==> src/rtl/rgb_pattern_sequencer.sv <==
`default_nettype none
// ============================================================================
// Module   : rgb_pattern_sequencer
// Purpose  : Plays a small table of {hold, R, G, B} steps onto three PWM LEDs.
// Revision : 1.0 - initial release
// ============================================================================
module rgb_pattern_sequencer #(
    parameter int TICK_DIV  = 20800,
    parameter int NUM_STEPS = 8,
    parameter int PWM_W     = 4,
    parameter int HOLD_W    = 8
) (
    input  logic                           clk,
    input  logic                           rst,
    input  logic                           wr_en,
    input  logic [$clog2(NUM_STEPS)-1:0]   wr_addr,
    input  logic [3*PWM_W+HOLD_W-1:0]      wr_data,
    output logic                           wr_ready,
    input  logic                           start,
    input  logic                           stop,
    input  logic                           loop,
    input  logic [$clog2(NUM_STEPS):0]     len,
    output logic [2:0]                     led,
    output logic                           busy,
    output logic [$clog2(NUM_STEPS)-1:0]   step_idx,
    output logic                           done
);

    localparam int              c_AW        = $clog2(NUM_STEPS);
    localparam int              c_DW        = 3*PWM_W + HOLD_W;
    localparam int              c_PW        = (TICK_DIV > 1) ? $clog2(TICK_DIV) : 1;
    localparam logic [c_AW:0]   c_MAX_LEN   = (c_AW+1)'(NUM_STEPS);
    localparam logic [c_PW-1:0] c_TICK_LAST = c_PW'(TICK_DIV - 1);

    typedef enum logic [1:0] {
        S_IDLE = 2'd0,
        S_LOAD = 2'd1,
        S_HOLD = 2'd2
    } state_t;

    state_t              state_q, state_d;
    logic [c_AW-1:0]     step_q, step_d;
    logic [c_AW:0]       len_q, len_d;
    logic                loop_q, loop_d;
    logic [c_PW-1:0]     presc_q, presc_d;
    logic [PWM_W-1:0]    pwm_q, pwm_d;
    logic [HOLD_W-1:0]   hold_q, hold_d;
    logic [PWM_W-1:0]    duty_r_q, duty_r_d, duty_g_q, duty_g_d, duty_b_q, duty_b_d;
    logic [2:0]          led_q, led_d;
    logic                busy_q, busy_d;
    logic                done_q, done_d;
    logic                wr_ready_q, wr_ready_d;

    // Pattern table: no reset so contents survive rst.
    logic [c_DW-1:0]     table_q [NUM_STEPS];

    logic [c_DW-1:0]     w_entry;
    logic [HOLD_W-1:0]   w_hold;
    logic                w_tick;
    logic                w_last;

    assign w_entry = table_q[step_q];
    assign w_hold  = w_entry[c_DW-1 -: HOLD_W];
    assign w_tick  = (presc_q == c_TICK_LAST);
    assign w_last  = ({1'b0, step_q} == (len_q - (c_AW+1)'(1)));

    always_comb begin
        state_d    = state_q;
        step_d     = step_q;
        len_d      = len_q;
        loop_d     = loop_q;
        presc_d    = presc_q;
        pwm_d      = pwm_q;
        hold_d     = hold_q;
        duty_r_d   = duty_r_q;
        duty_g_d   = duty_g_q;
        duty_b_d   = duty_b_q;
        done_d     = 1'b0;

        case (state_q)
            S_IDLE: begin
                if (start && !stop && (len != '0)) begin
                    state_d = S_LOAD;
                    loop_d  = loop;
                    len_d   = (len > c_MAX_LEN) ? c_MAX_LEN : len;
                    step_d  = '0;
                end
            end
            S_LOAD: begin
                duty_r_d = w_entry[3*PWM_W-1 -: PWM_W];
                duty_g_d = w_entry[2*PWM_W-1 -: PWM_W];
                duty_b_d = w_entry[PWM_W-1:0];
                hold_d   = (w_hold == '0) ? HOLD_W'(1) : w_hold;
                presc_d  = '0;
                pwm_d    = '0;
                state_d  = stop ? S_IDLE : S_HOLD;
            end
            S_HOLD: begin
                pwm_d = pwm_q + PWM_W'(1);
                if (w_tick) begin
                    presc_d = '0;
                    hold_d  = hold_q - HOLD_W'(1);
                    if (hold_q == HOLD_W'(1)) begin
                        if (!w_last) begin
                            step_d  = step_q + c_AW'(1);
                            state_d = S_LOAD;
                        end else if (loop_q) begin
                            step_d  = '0;
                            state_d = S_LOAD;
                        end else begin
                            done_d  = 1'b1;
                            state_d = S_IDLE;
                        end
                    end
                end else begin
                    presc_d = presc_q + c_PW'(1);
                end
                // Abort overrides any step advance and suppresses done.
                if (stop) begin
                    state_d = S_IDLE;
                    step_d  = step_q;
                    done_d  = 1'b0;
                end
            end
            default: state_d = S_IDLE;
        endcase

        // Compare against next-cycle counter so led lines up with pwm_cnt.
        led_d      = (state_d == S_HOLD) ?
                     {(pwm_d < duty_r_d), (pwm_d < duty_g_d), (pwm_d < duty_b_d)} : 3'b000;
        busy_d     = (state_d != S_IDLE);
        wr_ready_d = (state_d == S_IDLE);
    end

    always_ff @(posedge clk or posedge rst) begin
        if (rst) begin
            state_q    <= S_IDLE;
            step_q     <= '0;
            len_q      <= '0;
            loop_q     <= 1'b0;
            presc_q    <= '0;
            pwm_q      <= '0;
            hold_q     <= '0;
            duty_r_q   <= '0;
            duty_g_q   <= '0;
            duty_b_q   <= '0;
            led_q      <= 3'b000;
            busy_q     <= 1'b0;
            done_q     <= 1'b0;
            wr_ready_q <= 1'b1;
        end else begin
            state_q    <= state_d;
            step_q     <= step_d;
            len_q      <= len_d;
            loop_q     <= loop_d;
            presc_q    <= presc_d;
            pwm_q      <= pwm_d;
            hold_q     <= hold_d;
            duty_r_q   <= duty_r_d;
            duty_g_q   <= duty_g_d;
            duty_b_q   <= duty_b_d;
            led_q      <= led_d;
            busy_q     <= busy_d;
            done_q     <= done_d;
            wr_ready_q <= wr_ready_d;
        end
    end

    always_ff @(posedge clk) begin
        if (wr_en && (state_q == S_IDLE)) begin
            table_q[wr_addr] <= wr_data;
        end
    end

    assign led      = led_q;
    assign busy     = busy_q;
    assign done     = done_q;
    assign wr_ready = wr_ready_q;
    assign step_idx = step_q;

endmodule
`default_nettype wire

==> config.mk <==
export PLATFORM = sky130hd
export DESIGN_NAME = rgb_pattern_sequencer
export DESIGN_NICKNAME = d
export VERILOG_FILES = /design/src/rtl/rgb_pattern_sequencer.sv
export SDC_FILE = /design/constraint.sdc
export NUM_CORES = 1
export LEC_CHECK = 0
export CAP_MARGIN = 20
export CORE_UTILIZATION = 59
export CTS_CLUSTER_SIZE = 16
export DETAILED_ROUTE_END_ITERATION = 10
export GPL_ROUTABILITY_DRIVEN = 0
export HOLD_SLACK_MARGIN = 0.12
export PLACE_DENSITY = 0.78
export SYNTH_ARGS = -nofsm -noshare
export SYNTH_HDL_FRONTEND = slang
export SYNTH_SLANG_ARGS = --single-unit
==> constraint.sdc <==
create_clock -name clk -period 3.8 [get_ports clk]
set_input_delay 0.57 -clock clk [delete_from_list [all_inputs] [get_ports clk]]
set_output_delay 0.57 -clock clk [all_outputs]
set_load 0.03 [all_outputs]
==> summary.md, run 1 <==
| Metric | Value |
|---|---|
| Status | complete, no violations |
| Synth Instances | 579 |
| Reg-to-reg startpoint | state_q[0]$_DFF_PP0_ |
| Hpwl dp | 10860 µm |
| CTS Buffer Depth | 3 |
| Inserted Clock Buffers | 23 |
| Reg clk slew, reported paths | 0.06 ns |
| Total GRT Usage | 23.73% |
| Most frequent cells in the layout | edfxtp_1 (160), dfrtp_1 (52), clkdlybuf4s50_1 (41) |
| H-tree Lvls | 1 |
| Count of unique library cells instantiated by Yosys | 63 |
| Core area | 15200 µm² |
| Seq/Total Area, Yosys | 67.16% |
| Synth Cell Area | 9205 µm² |
| Final net count | 688 |
| Iter 0 DRT Violations | 415 |
| Count of pins over their slew limit | 0 |
| Ys Warns | 0 |
| Tot Pwr | 6.432 mW |
| Post-synthesis register bit count | 215 |
| FMAX | 0.3632 GHz |
| Reg2reg setup slack | 1.05 ns |
| TNS Setup | 0 ns |
| Endpoints failing setup | 0 |
| Crit start category | register |
| Synth Area per Inst | 15.90 µm² |
| Worst Path Max Fanout | 19 |
| WP data arrival | ~3.2 ns |
| CTS sink count | 215 |
| Num ports | 42 |
| Cell Area, Placed | 9857 µm² |
| Post-DRT Antenna Nets | 0 |
| Diodes inserted | 0 |
| Vias/cell | 6.102 |
| Asr flop ratio synth | 25.58% |
| Kind of critical path | reg -> reg |
| Syn_nets | ~630 |
| Port bufs | 41 |
| Clock skew | 0.006722 ns |
| Remaining Overflow, GRT | 0 |
| CP Data Required Time | 4.19 ns |
| Largest net degree at the start of global routing | 39 |
| Crit path capture type | register |
| Number of synthesized flops with an enable pin | 160 |
| Final worst path period share | between 70 and 80% |
| Routed len/inst | 21.13 µm |
| RSZ-0062 raised after global routing | false |
| Most common cell after layout, fill and taps aside | edfxtp_1 |
| Vias in the first global route | 5312 |
| Layout cells sized above 1 | 15.80% |
| FP Rows | 45 |
| Die height | 126.9 µm |
| Detailed-route DRC error count | 0 |
| Final Hold Fails | 0 |
| IR drop worst, VDD | 415.1 µV |
| Power per cell area | between 600 and 700 nW/µm² |
| First-pass GRT wire length | around 29000 µm |
| Insertion delay to the later sink of the worst-skew pair | 0.50 ns |
| Postcts setup bufs | 0 |
| Final instance area | approximately 11000 µm² |
| CTS resizes | 0 |
| Relative slew slack | 39.23% |
| First drt pass iteration count | 5 |
| Die area | 16100 µm² |
| Routed WL | ~18000 µm |
| Initial Util | about three fifths |
| TritonCTS clock tree | done |
| Vias | 5126 |
| Clock root cell | clkbuf_16 |
| Type of the most critical hold path | in -> async |
| P_leak | ~3.8 nW |
| Die W | between 100 and 150 µm |
| Reg2Reg Depth | 7 |
| Antenna violations before repair | 0 |
| Critical R2R Capture | hold_q[7]$_DFFE_PP0P_ |
| Minimum clock period | 2.753 ns |
| Max-cap violation count | 0 |
| Commonest register cell after synthesis | edfxtp_1 |
| Hold-fix buffers at CTS | 0 |
| Layout area overhead | 14.77% |
| Worst-Margin Slew | about 0.91 ns |
==> per-stage QoR <==
stage | worst slack (ns) | hold slack (ns) | cells | utilization, %
3_5_place_dp | 1.109 | 0.5157 | 799 | 64.84
2_1_floorplan | 1.069 | 0.4802 | 579 | -
6_report | 1.047 | 0.5075 | 840 | 69.50
3_3_place_gp | 1.255 | 0.4937 | 799 | 64.84
5_1_grt | 0.7205 | 0.5486 | 840 | 69.50
4_1_cts | 1.024 | 0.5253 | 840 | 69.50
==> cells by family (layout without fill, tap and decap cells) <==
family                     count (synthesis)  in the layout  share of synthesized area [%]
DFF                                      215            215                          67.16
and+or+nand+nor                          133            133                          7.585
adders and majority gates                 19             19                          2.583
buffers and inverters                     58            131                          3.085
muxes                                     66             66                          12.82
AOI/OAI and AO/OA                         76             76                          5.464
xor gates and xnor gates                  12             12                          1.305
==> critical path, cell delays in order, from the launching register on <==
cell and delay (ns):
dfrtp_1 0.41, inv_1 0.12, ha_1 0.62, inv_1 0.14
nand2_1 0.15, a21boi_1 0.77, o21ai_1 0.19, a221oi_1 0.26
==> worst max path at each step <==
| stage | startpoint | to | slack, ns | cells past startpoint |
|---|---|---|---|---|
| after global placement | state_q[0]$_DFF_PP0_ | hold_q[7]$_DFFE_PP0P_ | 1.25 | 7 |
| after detailed placement | state_q[0]$_DFF_PP0_ | hold_q[7]$_DFFE_PP0P_ | 1.11 | 7 |
| after CTS | step_idx[1]$_DFFE_PP0P_ | step_idx[1] | 1.02 | 1 |
| final | state_q[0]$_DFF_PP0_ | hold_q[7]$_DFFE_PP0P_ | 1.05 | 7 |
| after floorplan | step_idx[0]$_DFFE_PP0P_ | led[1]$_DFF_PP0_ | 1.07 | 10 |
| after global routing | state_q[0]$_DFF_PP0_ | hold_q[7]$_DFFE_PP0P_ | 0.72 | 7 |
==> layout make-up <==
| cell class | instances | area [µm²] |
|---|---|---|
| Timing Repair Buffer | 56 | 535.5 |
| Inverter | 34 | 127.6 |
| Fill cell | 983 | 4637 |
| Clock buffer | 29 | 608.1 |
| Multi-Input combinational cell | 306 | 2774 |
| Tap cell | 188 | 235.2 |
| Clock inverter | 12 | 100.1 |
| Sequential cell | 215 | 6185 |
==> state kept, by name, summed over array words and instances, names as in the netlist, 2 cells and up <==
register and flops:
presc_q 15, duty_g_q 4, step_idx 3, led 3, state_q 2, duty_r_q 4
len_q 4, table_q 160, duty_b_q 4, hold_q 8, pwm_q 4
==> where the power goes <==
part / leakage [nW] / internal, mW / total, mW / switching (mW)
registers: 2.14 / 2.78 / 2.94 / 0.164
clock network: 0.350 / 1.21 / 2.07 / 0.863
logic: 1.31 / 0.618 / 1.42 / 0.801
total: 3.80 / 4.60 / 6.43 / 1.83
==> layer usage <==
layer / share of wire [%] / track usage [%] / vias to the layer above
li1: - / - / 2352
met1: 42 / 31.78 / 2590
met2: 50 / 39.50 / 147
met3: 5.4 / 4.429 / 37
met4: 2.5 / 8.263 / 0
met5: 0 / 0 / -
==> synth_stat cells (all sizes together) (2+ instances only) <==
cell type	n	area share, %
edfxtp	160	52
dfrtp	54	15
mux4	40	9.9
nor2	37	1.5
inv	34	1.4
nand2	24	0.98
mux2i	23	2.5
ha	19	2.6
o21ai	17	0.92
a21o	15	1.2
a21oi	14	0.76
clkbuf	13	0.75
nand3	13	0.71
buf	11	0.95
nor3	11	0.65
xnor2	10	0.95
nand2b	7	0.48
and3	6	0.41
nand4	5	0.34
o22ai	5	0.34
and4	4	0.38
and4b	4	0.43
nor3b	4	0.33
nor4	4	0.27
a211oi	3	0.24
a31oi	3	0.20
mux2	3	0.37
nor2b	3	0.20
o21a	3	0.24
a21boi	2	0.16
and2	2	0.14
o31a	2	0.19
or3	2	0.14
Note: power is estimated with default switching activity, not from simulation.
==> inputs of run 2 (changes only) <==
Settings changed: CORE_UTILIZATION 59 to 54, PLACE_DENSITY 0.78 to 0.75.
Clock period 3.8 ns to 2.4 ns, I/O delays scaled along.
==> summary.md, run 2 (synthesized netlist as in run 1, its figures left out) <==
| Metric | Value |
|---|---|
| Status | complete, no violations |
| Critical Path End | step_idx[2] |
| Largest stage delay on the critical path | just over 0.7 ns |
| Vias in the first global route | 5499 |
| FP Rows | 47 |
| Vias | 5325 |
| Relative slew slack | 67.02% |
| Max-cap violation count | 0 |
| Cell Area, Placed | 10150 µm² |
| Remaining Overflow, GRT | 0 |
| Post-DRT Antenna Nets | 0 |
| Crit start category | register |
| Vias/cell | 5.963 |
| Detailed-route DRC error count | 0 |
| Largest net degree at the start of global routing | 27 |
| Core area | 16640 µm² |
| Routed len/inst | about 21 µm |
| Initial Util | between 50% and 60% |
| Inserted Clock Buffers | 23 |
| Reg-to-reg startpoint | step_idx[0]$_DFFE_PP0P_ |
| CTS Buffer Depth | 3 |
| TritonCTS clock tree | done |
| FMAX | 0.4329 GHz |
| Crit path capture type | primary output |
| Fillers | 1122 |
| CP max-delay cell | clkdlybuf4s50_1 |
| Minimum clock period | 2.310 ns |
| Worst Path Max Fanout | 12 |
| Clock root cell | clkbuf_16 |
| RSZ-0062 raised after global routing | false |
| Iter 0 DRT Violations | 390 |
| Tot Pwr | 10.92 mW |
| Total GRT Usage | 22.33% |
| Reg2Reg Depth | 8 |
| Most frequent cells in the layout | edfxtp_1 (160), dfrtp_1 (52), clkdlybuf4s50_1 (39) |
| Reg clk slew, reported paths | 0.06 ns |
| Clock skew | 0.008601 ns |
| Most common cell after layout, fill and taps aside | edfxtp_1 |
| Num ports | 42 |
| Final worst path period share | 96.26% |
| H-tree Lvls | 1 |
| Layout cells sized above 1 | 19.61% |
| Port bufs | 41 |
| Layout area overhead | 19.59% |
| Reg2reg setup slack | 0.09 ns |
| Final Hold Fails | 0 |
| Diodes inserted | 0 |
| WP data arrival | 1.95 ns |
| Worst-Margin Slew | 0.4878 ns |
| Layout Cells excl Fill | 893 |
| Type of the most critical hold path | in -> async |
| Placed insts | 850 |
| Power per cell area | roughly 990 nW/µm² |
| TNS Setup | 0 ns |
| Count of pins over their slew limit | 0 |
| Final net count | 708 |
| Final core occ | between 60% and 70% |
| CP Data Required Time | roughly 2 ns |
| Die W | 132.6 µm |
| Endpoints failing setup | 0 |
| Die height | 132.6 µm |
| Biggest regs | table_q x160, presc_q x15, hold_q x8 |
| IR drop worst, VDD | ~640 µV |
| Max reg flops | 160 |
| Kind of critical path | reg -> out |
| Final instance area | 11010 µm² |
| Most flops, register | table_q |
| Crit path from | step_idx[2]$_DFFE_PP0P_ |
| Routed WL | between 15000 and 20000 µm |
| Insertion delay to the later sink of the worst-skew pair | 0.53 ns |
| First drt pass iteration count | 5 |
| Die area | 17570 µm² |
| Critical path cell sequence | buf_4, clkdlybuf4s50_1 |
| First-pass GRT wire length | 29670 µm |
| P_leak | 3.993 nW |
| Critical R2R Capture | led[2]$_DFF_PP0_ |
| CTS sink count | 215 |
| Antenna violations before repair | 0 |
| Hpwl dp | around 12000 µm |
==> run 2: cell types whose count changed in the layout (fill, tap and decap cells not counted), sizes merged <==
| cell | previous run | this run |
|---|---|---|
| bufinv | 1 | 5 |
| dlygate4sd2 | 0 | 1 |
| clkdlybuf4s50 | 41 | 39 |
| clkinv | 11 | 9 |
| inv | 34 | 36 |
| clkbuf | 29 | 26 |
| buf | 15 | 36 |
==> run 2: critical path, delay by kind of cell (launching register included) <==
kind                   cells  cell delay [ns]
flip-flops                 1             0.41
buffers and inverters      2             1.01
==> run 2: per-stage QoR <==
stage | setup slack, ns | hold slack [ns]
after global routing | 0.01388 | 0.1835
after detailed placement | 0.1112 | 0.5147
after global placement | 0.1314 | 0.4887
after CTS | 0.04277 | 0.1597
after floorplan | -0.2974 | 0.4589
final | 0.08973 | 0.1529
==> run 2: how the worst min path moves through the flow <==
| stage | start | end | slack, ns | cells past startpoint |
|---|---|---|---|---|
| finish | rst | duty_g_q[1]$_DFF_PP0_ | 0.15 | 2 |
| global route | rst | duty_g_q[2]$_DFF_PP0_ | 0.18 | 2 |
| CTS | rst | duty_g_q[2]$_DFF_PP0_ | 0.16 | 2 |
| detailed placement | loop_q$_DFFE_PP0P_ | loop_q$_DFFE_PP0P_ | 0.51 | 1 |
| global placement | loop_q$_DFFE_PP0P_ | loop_q$_DFFE_PP0P_ | 0.49 | 1 |
| floorplan | wr_data[0] | table_q[0][0]$_DFFE_PP_ | 0.46 | 0 |
==> run 2: routing by layer <==
| metal | vias to the layer above | track usage [%] | share of wire, % |
|---|---|---|---|
| li1 | 2384 | - | - |
| met1 | 2704 | 29.76 | 41 |
| met2 | 190 | 37.57 | 50 |
| met3 | 47 | 3.065 | 5.3 |
| met4 | 0 | 8.685 | 3.4 |
| met5 | - | 0 | 0 |
==> run 2: power by group <==
part | total [mW] | switching (mW) | internal (mW)
logic | 2.54 | 1.41 | 1.13
clock network | 3.76 | 1.44 | 2.31
registers | 4.62 | 0.226 | 4.40
total | 10.9 | 3.08 | 7.84
==> run 2: what timing repair did <==
action	in CTS	in global routing
pin swaps	0	0
hold buffers	0	0
endpoints found under the hold margin	0	0
setup endpoints to repair	1	4
resized for setup	1	9
buffers inserted	0	1
==> run 2: area by class of cell <==
type | count | area (µm²) | share of cell area, %
Clock buffer | 26 | 586.8 | 5.331
Clock inverter | 16 | 222.7 | 2.023
Tap cell | 220 | 275.3 | 2.501
Timing Repair Buffer | 76 | 798.3 | 7.252
Multi-Input combinational cell | 306 | 2813 | 25.55
Inverter | 34 | 127.6 | 1.159
Sequential cell | 215 | 6185 | 56.18
==> inputs of run 3 (changes only) <==
Settings changed: ABC_AREA set to 1, CORE_MARGIN set to 4.
==> summary.md, run 3 <==
| Metric | Value |
|---|---|
| Status | complete, no violations |
| FF/Latch Area | between 6000 and 7000 µm² |
| Endpoints failing setup | 0 |
| Diodes inserted | 0 |
| Combinational share of power | 26.2% |
| Total GRT Usage | 20.64% |
| Iter 0 DRT Violations | 555 |
| Seq/Total Area, Yosys | 65.70% |
| Ys Warns | 0 |
| Synth Instances | 876 |
| Reg2reg setup slack | around 0.25 ns |
| Area share of the largest cell type after synthesis | between 50% and 60% |
| FP Rows | 48 |
| Largest net degree at the start of global routing | between 50 and 60 |
| WP data arrival | just under 2 ns |
| H-tree Lvls | 1 |
| Switching share of total power | 31.43% |
| Hold-fix buffers at CTS | 0 |
| Synth area leaders | edfxtp_1 (51%), dfrtp_1 (14%), nor2_1 (5.6%), nand2_1 (5.3%), o21ai_0 (4.5%) |
| Max-cap violation count | 0 |
| Power per cell area | 982.9 nW/µm² |
| CTS Buffer Depth | 3 |
| Clock power frac | 31.1% |
| Clock root cell | clkbuf_16 |
| Clock skew | around 0.016 ns |
| Initial Util | 54.78% |
| Net switching power | between 3 and 4 mW |
| Layout area overhead | 16.90% |
| Worst Path Max Fanout | 24 |
| Vias | 6458 |
| First drt pass iteration count | 5 |
| Count of pins over their slew limit | 0 |
| Final instance area | 11000 µm² |
| Die area | 19600 µm² |
| RSZ-0062 raised after global routing | false |
| Remaining Overflow, GRT | 0 |
| Crit path capture type | primary output |
| Worst-Margin Slew | 0.6314 ns |
| Hpwl dp | 12100 µm |
| Routed WL | 20160 µm |
| Number of synthesized flops with an enable pin | 160 |
| Area occupied by multi-input gates | 2719 µm² |
| Syn_nets | ~930 |
| Power Internal | 7.413 mW |
| Tot Pwr | 10.81 mW |
| Synth Cell Area | 9409 µm² |
| Commonest register cell after synthesis | edfxtp_1 |
| Reg clk slew, reported paths | roughly 0.060 ns |
| CP Data Required Time | 2.04 ns |
| IR drop worst, VDD | 649.1 µV |
| Most frequent cell after synthesis | edfxtp_1 |
| Most flops, register | table_q |
| Biggest regs | table_q x160, presc_q x15, hold_q x8 |
| Vias/cell | 5.515 |
| Antenna violations before repair | 0 |
| TritonCTS clock tree | done |
| Core area | 17180 µm² |
| FMAX | 0.4320 GHz |
| Port bufs | 41 |
| Layout cells sized above 1 | 10.15% |
| Critical R2R Capture | led[0]$_DFF_PP0_ |
| Placed insts | around 1100 |
| Vias in the first global route | 6205 |
| TNS Setup | 0 ns |
| Most frequent cells in the layout | edfxtp_1 (160), nand2_1 (132), nor2_1 (132) |
| Crit path from | step_idx[2]$_DFFE_PP0P_ |
| Kind of critical path | reg -> out |
| Relative slew slack | 57.46% |
| Max reg flops | between 150 and 200 |
| Final net count | 981 |
| First-pass GRT wire length | 32340 µm |
| Synth cell count leaders | edfxtp_1 (160), nor2_1 (141), nand2_1 (132) |
| Routed len/inst | 17.21 µm |
| Fillers | between 1000 and 1500 |
| Worst hold slack | 0.2264 ns |
| Critical Path End | step_idx[2] |
| Num ports | 42 |
| Post-synthesis register bit count | 215 |
| Minimum clock period | 2.315 ns |
| Reg-to-reg startpoint | step_idx[1]$_DFFE_PP0P_ |
| Final worst path period share | about 96% |
| Cell Area, Placed | 10230 µm² |
| Asr flop ratio synth | 25.58% |
| Synth Area per Inst | around 11 µm² |
| Crit start category | register |
| Type of the most critical hold path | in -> async |
| Insertion delay to the later sink of the worst-skew pair | 0.51 ns |
| Detailed-route DRC error count | 0 |
| Inserted Clock Buffers | 23 |
| Reg2Reg Depth | 11 |
| P_leak | 4.293 nW |
| Post-DRT Antenna Nets | 0 |
| Die height | roughly 140 µm |
| Die W | 140 µm |
| Count of unique library cells instantiated by Yosys | 43 |
| Cell accounting for the most synthesized area | edfxtp_1 |
| Layout Cells excl Fill | 1171 |
| Seq pwr share | between 40% and 50% |
| CTS sink count | 215 |
| Final Hold Fails | 0 |
| Most common cell after layout, fill and taps aside | edfxtp_1 |
-- run 3: cell count changes in the layout (fill, tap and decap cells not counted), sizes merged, moves of 11 or more --
cell / previous run / this run
nor2: 37 / 147
nand2: 24 / 133
o21ai: 17 / 99
inv: 36 / 91
mux4: 40 / 0
nand3: 13 / 49
mux2i: 23 / 0
o221ai: 0 / 16
a21o: 15 / 0
buf: 36 / 23
a21oi: 14 / 25
-- run 3: worst max-delay path, stage by stage (launching register included) --
cell	delay (ns)
dfrtp_1	0.34
buf_4	0.36
clkdlybuf4s50_1	0.75
-- run 3: cell families (layout without fill, tap and decap cells) --
family / after synthesis / count (layout) / share of synthesized area [%]
AO/OA/AOI/OAI: 159 / 159 / 9.774
XOR/XNOR: 9 / 9 / 0.8378
adder cells (fa/ha/maj): 19 / 19 / 2.527
buffers and inverters: 127 / 197 / 5.665
flip-flops: 215 / 215 / 65.70
AND/OR/NAND/NOR: 347 / 347 / 15.49
-- run 3: worst min-delay path by stage --
stage	end	startpoint	slack (ns)
detailed placement	duty_b_q[0]$_DFF_PP0_	duty_b_q[0]$_DFF_PP0_	0.47
floorplan	duty_b_q[0]$_DFF_PP0_	duty_b_q[0]$_DFF_PP0_	0.44
finish	hold_q[5]$_DFFE_PP0P_	rst	0.23
CTS	step_idx[1]$_DFFE_PP0P_	rst	0.23
global route	duty_r_q[1]$_DFF_PP0_	rst	0.28
global placement	duty_b_q[0]$_DFF_PP0_	duty_b_q[0]$_DFF_PP0_	0.47
-- run 3: power groups by stage --
| stage | sequential, mW | clock [mW] | combinational (mW) |
|---|---|---|---|
| 2_1_floorplan | 4.71 | 0 | 1.94 |
| 3_3_place_gp | 4.67 | 0 | 2.68 |
| 3_5_place_dp | 4.69 | 0 | 2.77 |
| 4_1_cts | 4.62 | 3.44 | 2.80 |
| 5_1_grt | 4.66 | 3.60 | 3.21 |
| 6_report | 4.62 | 3.36 | 2.83 |
-- run 3: final cells by class --
class                   count  area share, %
multi-input cells         534          24.72
clock inverters             7         0.6598
clock buffers              35          6.006
flip-flops and latches    215          56.22
repair buffers             64          6.723
well taps                 225          2.559
inverters                  91          3.117
-- run 3: what timing repair did --
action / 4_1_cts / 5_1_grt
endpoints found under the setup margin: 0 / 2
buffers inserted: 0 / 0
gates resized for setup: 0 / 3
-- run 3: metrics by stage --
step | util (%) | setup slack (ns)
finish | 64.04 | 0.08514
global route | 64.04 | 0.01742
CTS | 63.84 | 0.08147
detailed placement | 59.57 | 0.1878
global placement | 59.57 | 0.2448
floorplan | - | 0.2430
-- run 3: routing by layer --
| layer | track usage, % | wire length [µm] | part of all wire (%) |
|---|---|---|---|
| met5 | 0 | 0 | 0 |
| met4 | 5.864 | 500 | 2.5 |
| met3 | 2.834 | 1499 | 7.4 |
| met2 | 34.74 | 9664 | 48 |
| met1 | 28.44 | 8491 | 42 |
